$ cat config.mk
export PLATFORM = sky130hd
export DESIGN_NAME = conv1_sched_flat
export DESIGN_NICKNAME = d
export VERILOG_FILES = /design/src/rtl/conv1_sched_if.sv /design/src/rtl/conv1_sched.sv /design/src/flat_wrapper.sv
export SDC_FILE = /design/constraint.sdc
export NUM_CORES = 1
export LEC_CHECK = 0
export CORE_ASPECT_RATIO = 2
export CORE_MARGIN = 1
export CORE_UTILIZATION = 40
export CTS_CLUSTER_SIZE = 28
export DETAILED_ROUTE_END_ITERATION = 7
export DONT_BUFFER_PORTS = 1
export SYNTH_ARGS = -nofsm -noshare
export SYNTH_HDL_FRONTEND = slang
export SYNTH_SLANG_ARGS = --single-unit
$ cat constraint.sdc
create_clock -name clk -period 5.47 [get_ports clk]
set_clock_uncertainty 0.15 [all_clocks]
set_input_delay 1.094 -clock clk [delete_from_list [all_inputs] [get_ports clk]]
set_output_delay 1.094 -clock clk [all_outputs]
set_load 0.01 [all_outputs]
$ cat src/rtl/conv1_sched_if.sv
// Handshake/bus bundle between the conv1 sequencer and its surroundings.
//   start, stall, res_vld                        : control inputs to the sequencer
//   busy, done                                   : pass status
//   img_rd_en/img_addr, wgt_rd_en/wgt_addr       : memory read requests
//   ch_idx, unit_vld, acc_first, acc_last        : multiply-unit / accumulator control
//   res_wr_en, res_addr                          : feature-map write port
interface conv1_sched_if #(
  parameter int unsigned IMG_AW = 10,
  parameter int unsigned W_AW   = 8,
  parameter int unsigned RES_AW = 12
) ();
  logic              start;
  logic              stall;
  logic              busy;
  logic              done;
  logic              img_rd_en;
  logic [IMG_AW-1:0] img_addr;
  logic              wgt_rd_en;
  logic [W_AW-1:0]   wgt_addr;
  logic [2:0]        ch_idx;
  logic              unit_vld;
  logic              acc_first;
  logic              acc_last;
  logic              res_vld;
  logic              res_wr_en;
  logic [RES_AW-1:0] res_addr;

  // Sequencer side.
  modport master (
    input  start, stall, res_vld,
    output busy, done, img_rd_en, img_addr, wgt_rd_en, wgt_addr, ch_idx,
           unit_vld, acc_first, acc_last, res_wr_en, res_addr
  );

  // Environment side (memories, multiply unit, controller).
  modport slave (
    output start, stall, res_vld,
    input  busy, done, img_rd_en, img_addr, wgt_rd_en, wgt_addr, ch_idx,
           unit_vld, acc_first, acc_last, res_wr_en, res_addr
  );
endinterface

$ cat src/rtl/conv1_sched.sv
// Sequencer for the first convolution layer. Walks kx, ky, ox, oy, co (innermost first),
// issuing one image/weight read per non-stalled cycle, tags the taps for the accumulator
// one cycle later (memory latency), and counts finished pixel results into feature-map
// write addresses, pulsing done once all results are written.
// Ports: clk, rst_n (async active-low) and the conv1_sched_if master modport `bus`.
module conv1_sched #(
  parameter int unsigned IMG_SIZE    = 28,
  parameter int unsigned KERNEL_SIZE = 3,
  parameter int unsigned STRIDE      = 1,
  parameter int unsigned OUT_CH      = 4,
  parameter int unsigned IMG_AW      = 10,
  parameter int unsigned W_AW        = 8,
  parameter int unsigned RES_AW      = 12
) (
  input logic           clk,
  input logic           rst_n,
  conv1_sched_if.master bus
);

  localparam int unsigned OUT_SIZE = (IMG_SIZE - KERNEL_SIZE) / STRIDE + 1;
  localparam int unsigned TAPS     = KERNEL_SIZE * KERNEL_SIZE;
  localparam int unsigned TOTAL    = OUT_CH * OUT_SIZE * OUT_SIZE;
  localparam int unsigned KW   = (KERNEL_SIZE > 1) ? $clog2(KERNEL_SIZE) : 1;
  localparam int unsigned OW   = (OUT_SIZE > 1) ? $clog2(OUT_SIZE) : 1;
  localparam int unsigned CW   = (OUT_CH > 1) ? $clog2(OUT_CH) : 1;
  // One spare bit so the counter can hold TOTAL itself.
  localparam int unsigned CNTW = RES_AW + 1;

  typedef enum logic [1:0] {StIdle, StRun, StDrain, StDone} state_e;

  state_e state_q, state_d;

  logic [KW-1:0] kx_q, kx_d, ky_q, ky_d;
  logic [OW-1:0] ox_q, ox_d, oy_q, oy_d;
  logic [CW-1:0] co_q, co_d;
  logic          kx_end, ky_end, ox_end, oy_end, co_end, last_tap;
  logic          issue;

  logic [IMG_AW-1:0] img_addr_q, img_addr_d;
  logic [W_AW-1:0]   wgt_addr_q, wgt_addr_d;
  logic [CW-1:0]     ch_q;
  logic              unit_vld_q, acc_first_q, acc_last_q;

  logic [CNTW-1:0] res_cnt_q, res_cnt_d;
  logic            res_acc;

  always_comb begin
    kx_end   = (kx_q == KW'(KERNEL_SIZE - 1));
    ky_end   = (ky_q == KW'(KERNEL_SIZE - 1));
    ox_end   = (ox_q == OW'(OUT_SIZE - 1));
    oy_end   = (oy_q == OW'(OUT_SIZE - 1));
    co_end   = (co_q == CW'(OUT_CH - 1));
    last_tap = kx_end & ky_end & ox_end & oy_end & co_end;
  end

  // Results are only taken while a pass is active and not yet complete.
  always_comb begin
    res_acc   = bus.res_vld && (state_q != StIdle) && (res_cnt_q != CNTW'(TOTAL));
    res_cnt_d = res_cnt_q + {{RES_AW{1'b0}}, res_acc};
    if (state_q == StDone) res_cnt_d = '0;
  end

  always_comb begin
    state_d = state_q;
    issue   = 1'b0;
    kx_d    = kx_q;
    ky_d    = ky_q;
    ox_d    = ox_q;
    oy_d    = oy_q;
    co_d    = co_q;
    unique case (state_q)
      StIdle: begin
        if (bus.start) state_d = StRun;
      end
      StRun: begin
        if (!bus.stall) begin
          issue = 1'b1;
          if (kx_end) begin
            kx_d = '0;
            if (ky_end) begin
              ky_d = '0;
              if (ox_end) begin
                ox_d = '0;
                if (oy_end) begin
                  oy_d = '0;
                  co_d = co_end ? '0 : co_q + 1'b1;
                end else begin
                  oy_d = oy_q + 1'b1;
                end
              end else begin
                ox_d = ox_q + 1'b1;
              end
            end else begin
              ky_d = ky_q + 1'b1;
            end
          end else begin
            kx_d = kx_q + 1'b1;
          end
          if (last_tap) state_d = StDrain;
        end
      end
      StDrain: begin
        // Look at the next count so done follows the final result by one cycle.
        if (res_cnt_d == CNTW'(TOTAL)) state_d = StDone;
      end
      StDone: begin
        state_d = StIdle;
      end
      default: state_d = StIdle;
    endcase
  end

  // Address registers always mirror the counter position, so during a stall they
  // present the pending tap and after it they resume from exactly that tap.
  always_comb begin
    img_addr_d = IMG_AW'((32'(oy_d) * STRIDE + 32'(ky_d)) * IMG_SIZE
                         + 32'(ox_d) * STRIDE + 32'(kx_d));
    wgt_addr_d = W_AW'(32'(co_d) * TAPS + 32'(ky_d) * KERNEL_SIZE + 32'(kx_d));
  end

  always_ff @(posedge clk or negedge rst_n) begin
    if (!rst_n) begin
      state_q     <= StIdle;
      kx_q        <= '0;
      ky_q        <= '0;
      ox_q        <= '0;
      oy_q        <= '0;
      co_q        <= '0;
      img_addr_q  <= '0;
      wgt_addr_q  <= '0;
      ch_q        <= '0;
      unit_vld_q  <= 1'b0;
      acc_first_q <= 1'b0;
      acc_last_q  <= 1'b0;
      res_cnt_q   <= '0;
    end else begin
      state_q     <= state_d;
      kx_q        <= kx_d;
      ky_q        <= ky_d;
      ox_q        <= ox_d;
      oy_q        <= oy_d;
      co_q        <= co_d;
      img_addr_q  <= img_addr_d;
      wgt_addr_q  <= wgt_addr_d;
      unit_vld_q  <= issue;
      acc_first_q <= issue && (kx_q == '0) && (ky_q == '0);
      acc_last_q  <= issue && kx_end && ky_end;
      // Channel of the tap now entering the unit; held until the next tap.
      if (issue) ch_q <= co_q;
      res_cnt_q   <= res_cnt_d;
    end
  end

  assign bus.busy      = (state_q == StRun) || (state_q == StDrain);
  assign bus.done      = (state_q == StDone);
  assign bus.img_rd_en = issue;
  assign bus.wgt_rd_en = issue;
  assign bus.img_addr  = img_addr_q;
  assign bus.wgt_addr  = wgt_addr_q;
  assign bus.ch_idx    = 3'(ch_q);
  assign bus.unit_vld  = unit_vld_q;
  assign bus.acc_first = acc_first_q;
  assign bus.acc_last  = acc_last_q;
  assign bus.res_wr_en = res_acc;
  assign bus.res_addr  = res_cnt_q[RES_AW-1:0];

endmodule

$ cat src/flat_wrapper.sv
// flat-port wrapper written by rule: the top's interface ports become plain ports
module conv1_sched_flat 
#(
  parameter int unsigned IMG_SIZE    = 28,
  parameter int unsigned KERNEL_SIZE = 3,
  parameter int unsigned STRIDE      = 1,
  parameter int unsigned OUT_CH      = 4,
  parameter int unsigned IMG_AW      = 10,
  parameter int unsigned W_AW        = 8,
  parameter int unsigned RES_AW      = 12
)
  (clk, rst_n, bus_start, bus_stall, bus_res_vld, bus_busy, bus_done, bus_img_rd_en, bus_img_addr, bus_wgt_rd_en, bus_wgt_addr, bus_ch_idx, bus_unit_vld, bus_acc_first, bus_acc_last, bus_res_wr_en, bus_res_addr);
  conv1_sched_if #(.IMG_AW(IMG_AW), .W_AW(W_AW), .RES_AW(RES_AW)) bus_i ();
  input logic clk;
  input logic rst_n;
  input wire logic [$bits(bus_i.start)-1:0] bus_start;
  input wire logic [$bits(bus_i.stall)-1:0] bus_stall;
  input wire logic [$bits(bus_i.res_vld)-1:0] bus_res_vld;
  output wire logic [$bits(bus_i.busy)-1:0] bus_busy;
  output wire logic [$bits(bus_i.done)-1:0] bus_done;
  output wire logic [$bits(bus_i.img_rd_en)-1:0] bus_img_rd_en;
  output wire logic [$bits(bus_i.img_addr)-1:0] bus_img_addr;
  output wire logic [$bits(bus_i.wgt_rd_en)-1:0] bus_wgt_rd_en;
  output wire logic [$bits(bus_i.wgt_addr)-1:0] bus_wgt_addr;
  output wire logic [$bits(bus_i.ch_idx)-1:0] bus_ch_idx;
  output wire logic [$bits(bus_i.unit_vld)-1:0] bus_unit_vld;
  output wire logic [$bits(bus_i.acc_first)-1:0] bus_acc_first;
  output wire logic [$bits(bus_i.acc_last)-1:0] bus_acc_last;
  output wire logic [$bits(bus_i.res_wr_en)-1:0] bus_res_wr_en;
  output wire logic [$bits(bus_i.res_addr)-1:0] bus_res_addr;
  assign bus_i.start = bus_start;
  assign bus_i.stall = bus_stall;
  assign bus_i.res_vld = bus_res_vld;
  assign bus_busy = bus_i.busy;
  assign bus_done = bus_i.done;
  assign bus_img_rd_en = bus_i.img_rd_en;
  assign bus_img_addr = bus_i.img_addr;
  assign bus_wgt_rd_en = bus_i.wgt_rd_en;
  assign bus_wgt_addr = bus_i.wgt_addr;
  assign bus_ch_idx = bus_i.ch_idx;
  assign bus_unit_vld = bus_i.unit_vld;
  assign bus_acc_first = bus_i.acc_first;
  assign bus_acc_last = bus_i.acc_last;
  assign bus_res_wr_en = bus_i.res_wr_en;
  assign bus_res_addr = bus_i.res_addr;
  conv1_sched #(.IMG_SIZE(IMG_SIZE), .KERNEL_SIZE(KERNEL_SIZE), .STRIDE(STRIDE), .OUT_CH(OUT_CH), .IMG_AW(IMG_AW), .W_AW(W_AW), .RES_AW(RES_AW)) u_core (.clk(clk), .rst_n(rst_n), .bus(bus_i));
endmodule
Word-level counts from Yosys, hierarchy flattened
Cells that the tools add are included.
{ "classes": {"add_sub_neg": 11, "n_mul": 3, "n_eq_ne": 14, "muxes": 33, "n_bitwise": 4, "n_reduce_logical": 12} }
{ "ops": {"columns": ["op", "n"], "rows": [
  ["$mux W5", 11],
  ["$mux W2", 18],
  ["$mul A32 B3 Y8 const B", 1],
  ["$add A13 B1 Y13", 1],
  ["$eq A13 B12 Y1 const B", 1],
  ["$mux W13", 1],
  ["$ne A13 B12 Y1 const B", 1],
  ["$add A10 B2 Y10", 1],
  ["$add A10 B5 Y10", 1],
  ["$add A5 B1 Y5 const B", 2],
  ["$eq A2 B2 Y1 const B", 5],
  ["$eq A5 B5 Y1 const B", 2],
  ["$add A8 B2 Y8", 1],
  ["$pmux W2 S4", 1],
  ["$add A6 B4 Y7", 1],
  ["$add A2 B1 Y2 const B", 3],
  ["$add A5 B2 Y6", 1],
  ["$logic_and A1 B1 Y1", 6],
  ["$logic_not A2 Y1", 3],
  ["$mul A2 B4 Y6 const B", 1],
  ["$and A1 B1 Y1", 4],
  ["$mul A2 B2 Y4 const B", 1],
  ["$ne A2 B1 Y1 const B", 2],
  ["$ne A2 B2 Y1 const B", 2],
  ["other kinds (5)", 6]
]} }
{ "word_totals": {"reg_bits": 54, "out_inout_bits": 41} }

Depth between registers and ports, before layout
Gate-level depths: netlist of run 1.
{ "logic_depth": {"depth_word": 11, "depth_mapped": 23, "ltp_nobuf": 23} }

Worst setup path before layout of run 1
Ideal clock, no wire load.
{ "synth_path": {"kind": "input port to flip-flop", "from": "input bus_stall", "to": "register u_core.img_addr_q[9] (netlist: u_core.bus.img_addr[9])", "setup_ps": 80, "t_arrival_ps": 4807, "setup_slack_ps": 433, "stages": 19, "n_path_buf": 0, "path_cell_list": "and4bb_2 nand2_1 inv_1 nand2_1 nor3_1 a21o_1 ha_1 inv_1 fa_1 xnor2_1 xnor2_1 ha_1 fa_1 a21o_1 a21oi_1 xnor2_1 nand2_1 nor3_1 xnor2_1"} }
{ "synth_between": {"elab_chain_cells": 6} }
{ "synth_lines": {"columns": ["element", "line_no", "rtl"], "rows": [
  ["start, declared", "flat_wrapper.sv:17", "input wire logic [$bits(bus_i.stall)-1:0] bus_stall;"],
  ["$mux W5", "conv1_sched.sv:76", "if (!bus.stall) begin"],
  ["$mux W5", "conv1_sched.sv:71", "unique case (state_q)"],
  ["via u_core.oy_d[0]", "conv1_sched.sv:34", "logic [OW-1:0] ox_q, ox_d, oy_q, oy_d;"],
  ["$add A5 B2 Y6", "conv1_sched.sv:116", "img_addr_d = IMG_AW'((32'(oy_d) * STRIDE + 32'(ky_d)) * IMG_SIZE"],
  ["$mul A32 B3 Y8", "conv1_sched.sv:116", null],
  ["$add A10 B5 Y10", "conv1_sched.sv:117", "+ 32'(ox_d) * STRIDE + 32'(kx_d));"],
  ["$add A10 B2 Y10", "conv1_sched.sv:117", null],
  ["via u_core.img_addr_d[9]", "conv1_sched.sv:39", "logic [IMG_AW-1:0] img_addr_q, img_addr_d;"],
  ["end signal, assigned", "conv1_sched.sv:143", "img_addr_q <= img_addr_d;"],
  ["end, declared", "conv1_sched.sv:39", null]
]} }
The timed path passes the listed nets, and every way through them passes these cells.
A chain may end at the register's enable or synchronous reset.

Worst setup path after layout of run 1
Same ends and word-level chain as after synthesis.

==> run_results.csv, run 1 <==
group,metric,value,unit
logic_synthesis,yosysTopAreaCell,"dfrtp_1",
timing,finalCritPeriodShare,91.7,%
flow_run,cap_violations,0,
logic_synthesis,synth_cell_types,59,
clocking,post_cts_resized,0,
power,pwr_density_cell,370,nW/um^2
setup_path,criticalPathCategory,"in -> reg",
clocking,cts_tree,"yes",
global_routing,grt_max_degree,54,
clocking,cts_buffers,5,
global_routing,grt_pass1_wl,11.2,mm
clocking,cts_root_buf,"clkbuf_16",
power,peakVddDrop,0.197,mV
setup_path,worst_ep_required_time,5.54,ns
placed_design,hpwl,5.39,mm
route,drt-pass1-iter-count,4,
setup_path,max_stage_delay,0.46,ns
logic_synthesis,synth_cells,339,
logic_synthesis,synth_seq_cells,53,
route,via_count,2334,
logic_synthesis,synth-async-reset-ratio,100,%
placed_design,io_buffer_count,0,
layout,stdcell_count,428,
timing,max_slew_margin,57.4,%
logic_synthesis,ys.flop_type,"dfrtp_1",
floorplanning,ios,46,
timing,fmax,0.199,GHz
route,ant_nets,0,
clocking,clk_pin_slew,0.07,ns
global_routing,overflow,0,
clocking,clock_latency,0.30,ns
placed_design,gp_congestion,0.789,
power,power.leakage,1.91,nW
logic_synthesis,synth_edf_count,0,
setup_path,crit_path_end_kind,"flip-flop",
clocking,clk_path_buf_depth,2,
floorplanning,die_area,9080,sq um
logic_synthesis,synthTopCellsByArea,"dfrtp_1, ha_1, xnor2_1, xor2_1, buf_4",
logic_synthesis,seq_area_frac_synth,38.2,%
route,first_iter_violations,70,
clocking,post-cts-setup-buffers,0,
setup_path,cp-start-kind,"input pin",
setup_path,cp_common_cell,"nand2_1",
logic_synthesis,synth_area_per_cell,10.2,sq um
floorplanning,die_y,134,um
setup_path,slowest_stage,"fa_1",
floorplanning,fp-row-count,47,
timing,post-route-min-period,5.01,ns
global_routing,grt_usage,16.8,%
timing,setup_violations,0,
worst_hold_path,min-delay-path-class,"in -> async",
clocking,ctsHtreeMaxLevel,2,
layout,syn_to_final_growth,4.68,%
floorplanning,start_util,41.6,%
setup_path,critPathArrivalTime,5.09,ns
layout,layout-drive-gt1-share,8.18,%
timing,hold_viol,0,
logic_synthesis,yosys.area.top_type_share,38.2,%
route,m1WireLength,2.39,mm
placed_design,placed_area,3470,sq um
layout,fin_nets,374,
clocking,cts_hold_buffers,0,
route,routed_wl,6.89,mm
timing,rsz0062_at_grt,"no",
timing,setup_tns,0,ns
logic_synthesis,ys_warn_count,0,
route,via_per_inst,5.45,
outcome,outcome,"finished, final reports clean",
route,wl_per_cell,16.1,um
layout,final_util,43.5,%
floorplanning,coreArea,8350,sq um
setup_path,cp_max_fo,6,
timing,worstMarginPinSlew,0.639,ns
route,routed.top_layer,"met4",
logic_synthesis,synth_area,3470,sq um
layout,final_area,3640,sq um
global_routing,grt_pass1_vias,2402,
timing,maxSlewViolCount,0,
route,drc_errors,0,
floorplanning,die-width,67.9,um
global_routing,antenna_found_initial,0,
logic_synthesis,synth_commonest_cells,"dfrtp_1, ha_1, inv_1",
clocking,cts_sinks,53,
route,dr_wl_met3,278,um
route,wl_met2,4.01,mm
logic_synthesis,synth.most_common_cell,"dfrtp_1",
setup_path,path_cells,"and4bb_2 -> nand2_1 -> inv_1 -> nand2_1 -> o31ai_1 -> ha_1 -> a21oi_1 -> nor3_1 -> a311oi_1 -> o21ai_1 -> inv_1 -> ha_1 -> fa_1 -> a21o_1 -> a21oi_1 -> xnor2_1 -> nand2_1 -> nor3_1 -> xnor2_1",
layout,diodes,0,
placed_design,dp_cells,420,
-- power breakdown --
part           leakage (nW)  internal [W]  switching, W
logic                  1.12      0.000190      0.000247
clock network        0.0810      0.000217      0.000147
registers             0.712      0.000465     0.0000798
-- layout make-up --
class	instances	area (sq um)
Fill cell	827	4710
Multi-Input combinational cell	241	1910
Sequential cell	53	1330
Clock buffer	6	129
Tap cell	98	123
Inverter	26	97.6
Clock inverter	2	38.8
Timing Repair Buffer	2	15.0
-- cell usage in the layout (no fill, tap or decap), types with 2 or more instances in the layout --
master	n
inv_1	25
o21bai_1	4
buf_4	2
nor4_1	4
nor2b_1	4
and3_1	2
a311oi_1	2
nand4_1	5
xor2_1	16
o311a_1	2
nand2b_1	2
fa_1	5
clkbuf_16	5
ha_1	35
o41ai_1	2
or3b_2	2
and4_1	3
dfrtp_1	53
nor4b_1	2
mux2_2	5
nor3_1	5
nand3_1	8
a31oi_1	5
conb_1	3
or2_2	2
a21o_1	7
mux2i_1	3
xnor2_1	19
a41o_1	2
o21ai_0	10
and4b_1	2
nor2_1	23
a21oi_1	12
nand2_1	24
-- registers in the layout, summed over array words and instances (netlist names) --
register / flops
u_core.ky_q: 2
u_core.oy_q: 5
u_core.bus.acc_last: 1
u_core.co_q: 2
u_core.ox_q: 5
u_core.res_cnt_q: 13
u_core.bus.acc_first: 1
u_core.ch_q: 2
u_core.kx_q: 2
u_core.bus.wgt_addr: 7
u_core.bus.img_addr: 10
u_core.state_q: 2
u_core.bus.unit_vld: 1
-- routing by layer --
metal / vias to the layer above / track usage [%]
met1: 1132 / 15.7
met5: - / 0
li1: 1148 / -
met4: 0 / 8.80
met2: 42 / 31.5
met3: 12 / 3.74
-- metrics by stage --
step           hold slack (ns)  power (W)  worst slack, ns
6_report                 0.335    0.00135            0.456
5_1_grt                  0.316    0.00145           0.0351
4_1_cts                  0.323    0.00137            0.430
3_5_place_dp             0.342   0.000999            0.124
3_3_place_gp             0.349   0.000990            0.303
2_1_floorplan            0.315   0.000910            0.433
-- critical path, delay by kind of cell --
family / cells / cell delay [ns]
AOI/OAI and AO/OA: 6 / 1.51
and+or+nand+nor: 6 / 0.95
buffers and inverters: 2 / 0.20
xor gates and xnor gates: 2 / 0.32
adders and majority gates: 3 / 1.02
-- path summary, 6_finish.rpt --
kind | startpoint | to | slack, ns | cells past startpoint
worst max-delay path | bus_stall | u_core.bus.img_addr[9] | 0.46 | 19
worst min-delay path | rst_n | u_core.kx_q[0] | 0.34 | 0
worst max register to register | u_core.state_q[1] | u_core.bus.img_addr[9] | 0.50 | 21
worst min register to register | u_core.ky_q[0] | u_core.bus.acc_first | 0.36 | 1
max in group asynchronous | rst_n | u_core.bus.img_addr[6] | 4.74 | 0
min in group clk | u_core.ky_q[0] | u_core.bus.acc_first | 0.36 | 1
-- kinds of logic after synthesis --
kind of cell / Yosys count / synth area share (%)
and+or+nand+nor: 99 / 16.9
other: 1 / 0.108
adders and majority gates: 40 / 15.5
DFF: 53 / 38.2
xor gates and xnor gates: 35 / 8.83
muxes: 8 / 2.49
buffers and inverters: 47 / 7.13
AOI/OAI and AO/OA: 56 / 10.9
Power figures use the tool's default switching activity.
==> run 2, diff against run 1 <==
CORE_ASPECT_RATIO = not set   (was 2)
SETUP_SLACK_MARGIN = 0.02   (was not set)
==> run_results.csv, run 2 (synthesis gave the netlist of run 1 again) <==
group,metric,value,unit
clocking,clk_pin_slew,0.11,ns
timing,finalWorstSetupSlack,0.456,ns
route,via_count,2278,
outcome,outcome,"finished, final reports clean",
setup_path,crit_path_end_kind,"flip-flop",
setup_path,worst_ep_required_time,5.56,ns
route,via_per_inst,5.24,
route,routed_wl,6.30,mm
layout,stdcell_count,435,
floorplanning,die_y,95.2,um
power,pwr_density_cell,351,nW/um^2
worst_hold_path,min-delay-path-class,"in -> async",
clocking,clk_path_buf_depth,2,
timing,fmax,0.199,GHz
power,peakVddDrop,0.215,mV
timing,holdWs,0.306,ns
placed_design,dp_slack,0.0250,ns
timing,post-route-min-period,5.01,ns
layout,seqCellArea,1330,sq um
layout,fill_cells,805,
timing,maxSlewViolCount,0,
layout,syn_to_final_growth,3.60,%
placed_design,hpwl,4.71,mm
clocking,cts_buffers,5,
layout,layout-drive-gt1-share,8.79,%
floorplanning,die_area,9060,sq um
setup_path,criticalPathCategory,"in -> reg",
global_routing,grt_pass1_vias,2390,
route,ant_nets,0,
floorplanning,start_util,41.9,%
clocking,cts_hold_buffers,0,
clocking,clock_latency,0.32,ns
setup_path,critPathArrivalTime,5.10,ns
timing,worstMarginPinSlew,0.637,ns
clocking,cts_root_buf,"clkbuf_8",
setup_path,rr_worst_depth,21,
clocking,post-cts-setup-buffers,0,
clocking,cts_sinks,53,
layout,multiInputGateArea,1910,sq um
floorplanning,ios,46,
global_routing,overflow,0,
setup_path,cp_max_fo,6,
clocking,cts_tree,"yes",
timing,rsz0062_at_grt,"no",
timing,setup_tns,0,ns
placed_design,io_buffer_count,0,
route,drc_errors,0,
layout,final_cell_mix,"dfrtp_1, ha_1, inv_1",
route,first_iter_violations,84,
timing,max_slew_margin,57.5,%
clocking,post_cts_resized,0,
global_routing,grt_usage,15.4,%
global_routing,grt_max_degree,54,
timing,hold_viol,0,
global_routing,grt_pass1_wl,10.9,mm
timing,finalCritPeriodShare,91.7,%
layout,final_util,43.4,%
clocking,ctsHtreeMaxLevel,2,
layout,final_common_cell,"dfrtp_1",
route,drt-pass1-iter-count,4,
layout,top_register,"u_core.res_cnt_q",
floorplanning,coreArea,8300,sq um
route,wl_per_cell,14.5,um
placed_design,gp_congestion,0.852,
placed_design,dp_cells,427,
floorplanning,die-width,95.2,um
timing,setup_violations,0,
global_routing,antenna_found_initial,0,
layout,diodes,0,
flow_run,cap_violations,0,
setup_path,cp-start-kind,"input pin",
layout,fin_nets,374,
power,power.leakage,1.89,nW
floorplanning,fp-row-count,33,
layout,largest_register_ffs,13,
## run 2: cell types whose count changed in the layout (fill, tap and decap cells not counted), sizes merged
cell,before,now
inv,26,28
clkinv,1,0
clkbuf,6,5
## run 2: per-stage QoR
stage | power, W | instance area (sq um)
after floorplan | 0.000910 | 3480
after global placement | 0.000986 | 3480
after detailed placement | 0.000989 | 3480
after CTS | 0.00129 | 3590
after global routing | 0.00137 | 3600
final | 0.00126 | 3600
## run 2: final cells by class
type                            instances  share of cell area, %
Inverter                               26                   2.71
Clock buffer                            5                   1.91
Multi-Input combinational cell        241                   53.1
Clock inverter                          3                   1.32
Tap cell                              105                   3.65
Sequential cell                        53                   36.9
Timing Repair Buffer                    2                  0.417
## run 2: routing by layer
| metal | up-vias | GRT usage [%] | wire length [um] |
|---|---|---|---|
| li1 | 1141 | - | - |
| met1 | 1095 | 19.4 | 2930 |
| met2 | 35 | 26.2 | 3070 |
| met3 | 7 | 3.51 | 235 |
| met4 | 0 | 4.04 | 62 |
| met5 | - | 0 | 0 |
## run 2: path summary, 6_finish.rpt
check                                  start                      to  slack (ns)
min reg2reg                   u_core.ky_q[0]    u_core.bus.acc_first        0.37
min in group clk              u_core.ky_q[0]    u_core.bus.acc_first        0.37
min                                    rst_n  u_core.bus.wgt_addr[5]        0.31
max                                bus_stall  u_core.bus.img_addr[9]        0.46
max in group asynchronous              rst_n  u_core.bus.img_addr[3]        4.78
max reg2reg                u_core.state_q[1]  u_core.bus.img_addr[9]        0.51
## run 2: worst max-delay path, stage by stage
cell and delay [ns]:
and4bb_2 0.32, nand2_1 0.14, inv_1 0.10, nand2_1 0.15, o31ai_2 0.35, ha_1 0.30, a21oi_1 0.29, nor3_1 0.08
a311oi_1 0.26, o21ai_1 0.19, inv_1 0.10, ha_1 0.27, fa_1 0.48, a21o_1 0.20, a21oi_1 0.18, xnor2_1 0.18
nand2_1 0.07, nor3_1 0.20, xnor2_1 0.15
## run 2: power breakdown
group / switching, W / internal (W) / total, W
clock: 0.000142 / 0.000140 / 0.000281
combinational: 0.000247 / 0.000192 / 0.000439
sequential: 0.0000788 / 0.000465 / 0.000543
==> run 3, diff against run 2 <==
CORE_ASPECT_RATIO = 1.5   (was not set)
==> run_results.csv, run 3 (synthesis gave the netlist of run 1 again) <==
group,metric,value,unit
layout,final_area,3630,sq um
layout,fin_nets,374,
timing,fmax,0.203,GHz
setup_path,reg2reg_slack,0.57,ns
layout,largest_register_ffs,13,
layout,diodes,0,
power,pwr_density_cell,356,nW/um^2
layout,final_common_cell,"dfrtp_1",
layout,syn_to_final_growth,4.39,%
setup_path,cp_common_cell,"nand2_1",
placed_design,hpwl,4.98,mm
setup_path,critPathArrivalTime,5.00,ns
clocking,cts_tree,"yes",
floorplanning,die_area,9070,sq um
layout,final_util,43.1,%
global_routing,grt_pass1_vias,2393,
placed_design,gp_congestion,0.866,
clocking,post_cts_resized,0,
setup_path,startpoint,"bus_stall",
clocking,clock_latency,0.29,ns
clocking,cts_root_buf,"clkbuf_16",
clocking,post-cts-setup-buffers,0,
global_routing,grt_pass1_wl,11.3,mm
power,power.leakage,1.90,nW
route,via_count,2322,
clocking,clk_pin_slew,0.07,ns
clocking,cts_buffers,5,
timing,hold_viol,0,
setup_path,r2r_start,"u_core.state_q[1]",
clocking,clk_path_buf_depth,2,
power,peakVddDrop,0.180,mV
global_routing,antenna_found_initial,0,
floorplanning,die_y,116,um
worst_hold_path,min-delay-path-class,"in -> async",
setup_path,crit_path_end_kind,"flip-flop",
floorplanning,ios,46,
layout,stdcell_count,436,
setup_path,cp-start-kind,"input pin",
clocking,ctsHtreeMaxLevel,2,
outcome,outcome,"finished, final reports clean",
placed_design,placed_area,3480,sq um
route,ant_nets,0,
global_routing,grt_max_degree,54,
layout,top_register,"u_core.res_cnt_q",
flow_run,cap_violations,0,
setup_path,slowest_stage,"fa_1",
layout,fill_cells,846,
timing,max_slew_margin,58.4,%
setup_path,cp_max_fo,6,
floorplanning,start_util,41.3,%
setup_path,reg2reg_to,"u_core.bus.img_addr[9]",
timing,finalCritPeriodShare,90.2,%
setup_path,rr_worst_depth,21,
placed_design,io_buffer_count,0,
route,via_per_inst,5.33,
setup_path,worst_ep_required_time,5.54,ns
placed_design,dp_cells,429,
timing,holdWs,0.340,ns
floorplanning,die-width,78.1,um
timing,rsz0062_at_grt,"no",
setup_path,criticalPathCategory,"in -> reg",
timing,setup_tns,0,ns
timing,maxSlewViolCount,0,
timing,setup_violations,0,
layout,final_cell_mix,"dfrtp_1, ha_1, inv_1",
timing,worstMarginPinSlew,0.624,ns
clocking,cts_hold_buffers,0,
layout,layout-drive-gt1-share,8.51,%
setup_path,path_delay_family,"compound AO/OA/AOI/OAI gates",
setup_path,max_stage_delay,0.46,ns
setup_path,path_buf_inv,2,
timing,post-route-min-period,4.94,ns
clocking,cts_sinks,53,
route,wl_per_cell,15.0,um
route,drt-pass1-iter-count,5,
global_routing,grt_usage,16.2,%
global_routing,overflow,0,
route,drc_errors,0,
route,routed_wl,6.53,mm
floorplanning,fp-row-count,41,
floorplanning,coreArea,8410,sq um
route,first_iter_violations,67,
setup_path,path_cells,"and4bb_2 -> nand2_1 -> inv_1 -> nand2_1 -> o31ai_2 -> ha_1 -> a21oi_1 -> nor3_1 -> a311oi_1 -> o21ai_1 -> inv_1 -> ha_1 -> fa_1 -> a21o_1 -> a21oi_1 -> xnor2_1 -> nand2_1 -> nor3_1 -> xnor2_1",
==> run 3: changes by cell type in the layout (fill, tap and decap cells not counted), sizes merged <==
cell      previous run  this run
bufinv               1         0
clkinv               0         1
clkinvlp             0         1
inv                 28        26
==> run 3: worst max-delay path by stage <==
| stage | to | slack, ns | cells after the start |
|---|---|---|---|
| 2_1_floorplan | u_core.bus.img_addr[9] | 0.43 | 19 |
| 3_3_place_gp | u_core.bus.img_addr[9] | 0.33 | 19 |
| 3_5_place_dp | u_core.bus.img_addr[9] | 0.15 | 19 |
| 4_1_cts | u_core.bus.img_addr[9] | 0.46 | 19 |
| 5_1_grt | u_core.bus.img_addr[9] | 0.11 | 21 |
| 6_report | u_core.bus.img_addr[9] | 0.53 | 19 |
==> run 3: final cells by class <==
class                      instances  area (sq um)  share of cell area, %
clock buffer                       5           125                   3.45
clock inverter                     2          16.3                  0.449
inverter                          26          97.6                   2.69
multi-input combinational        241          1910                   52.7
sequential                        53          1330                   36.6
tap                              107           134                   3.69
timing repair buffer               2          15.0                  0.414
==> run 3: power by group <==
| part | leakage [nW] | switching (W) | internal (W) | total [W] |
|---|---|---|---|---|
| clock | 0.0659 | 0.000141 | 0.000168 | 0.000309 |
| combinational | 1.12 | 0.000247 | 0.000192 | 0.000439 |
| sequential | 0.712 | 0.0000782 | 0.000465 | 0.000544 |
==> run 3: routing by layer <==
metal	share of wire (%)	routed length [um]	GRT usage, %
met1	40	2620	17.3
met5	0	0	0
met4	2.2	143	7.04
met3	3.8	251	3.98
met2	54	3520	30.0
==> run 3: worst reg2reg max path, stage by stage, from the launching register on <==
cell      delay [ns]
dfrtp_1         0.41
inv_1           0.09
ha_1            0.27
and4bb_2        0.29
nand2_1         0.13
inv_1           0.10
nand2_1         0.15
o31ai_2         0.34
ha_1            0.30
a21oi_1         0.28
nor3_1          0.08
a311oi_1        0.27
o21ai_1         0.19
inv_1           0.10
ha_1            0.26
fa_1            0.46
a21o_1          0.19
a21oi_1         0.16
xnor2_1         0.18
nand2_1         0.07
nor3_1          0.18
xnor2_1         0.15
==> run 3: per-stage QoR <==
stage,setup slack [ns],power (W)
floorplan,0.433,0.000910
global placement,0.330,0.000986
detailed placement,0.155,0.000995
CTS,0.462,0.00131
global route,0.106,0.00140
finish,0.535,0.00129
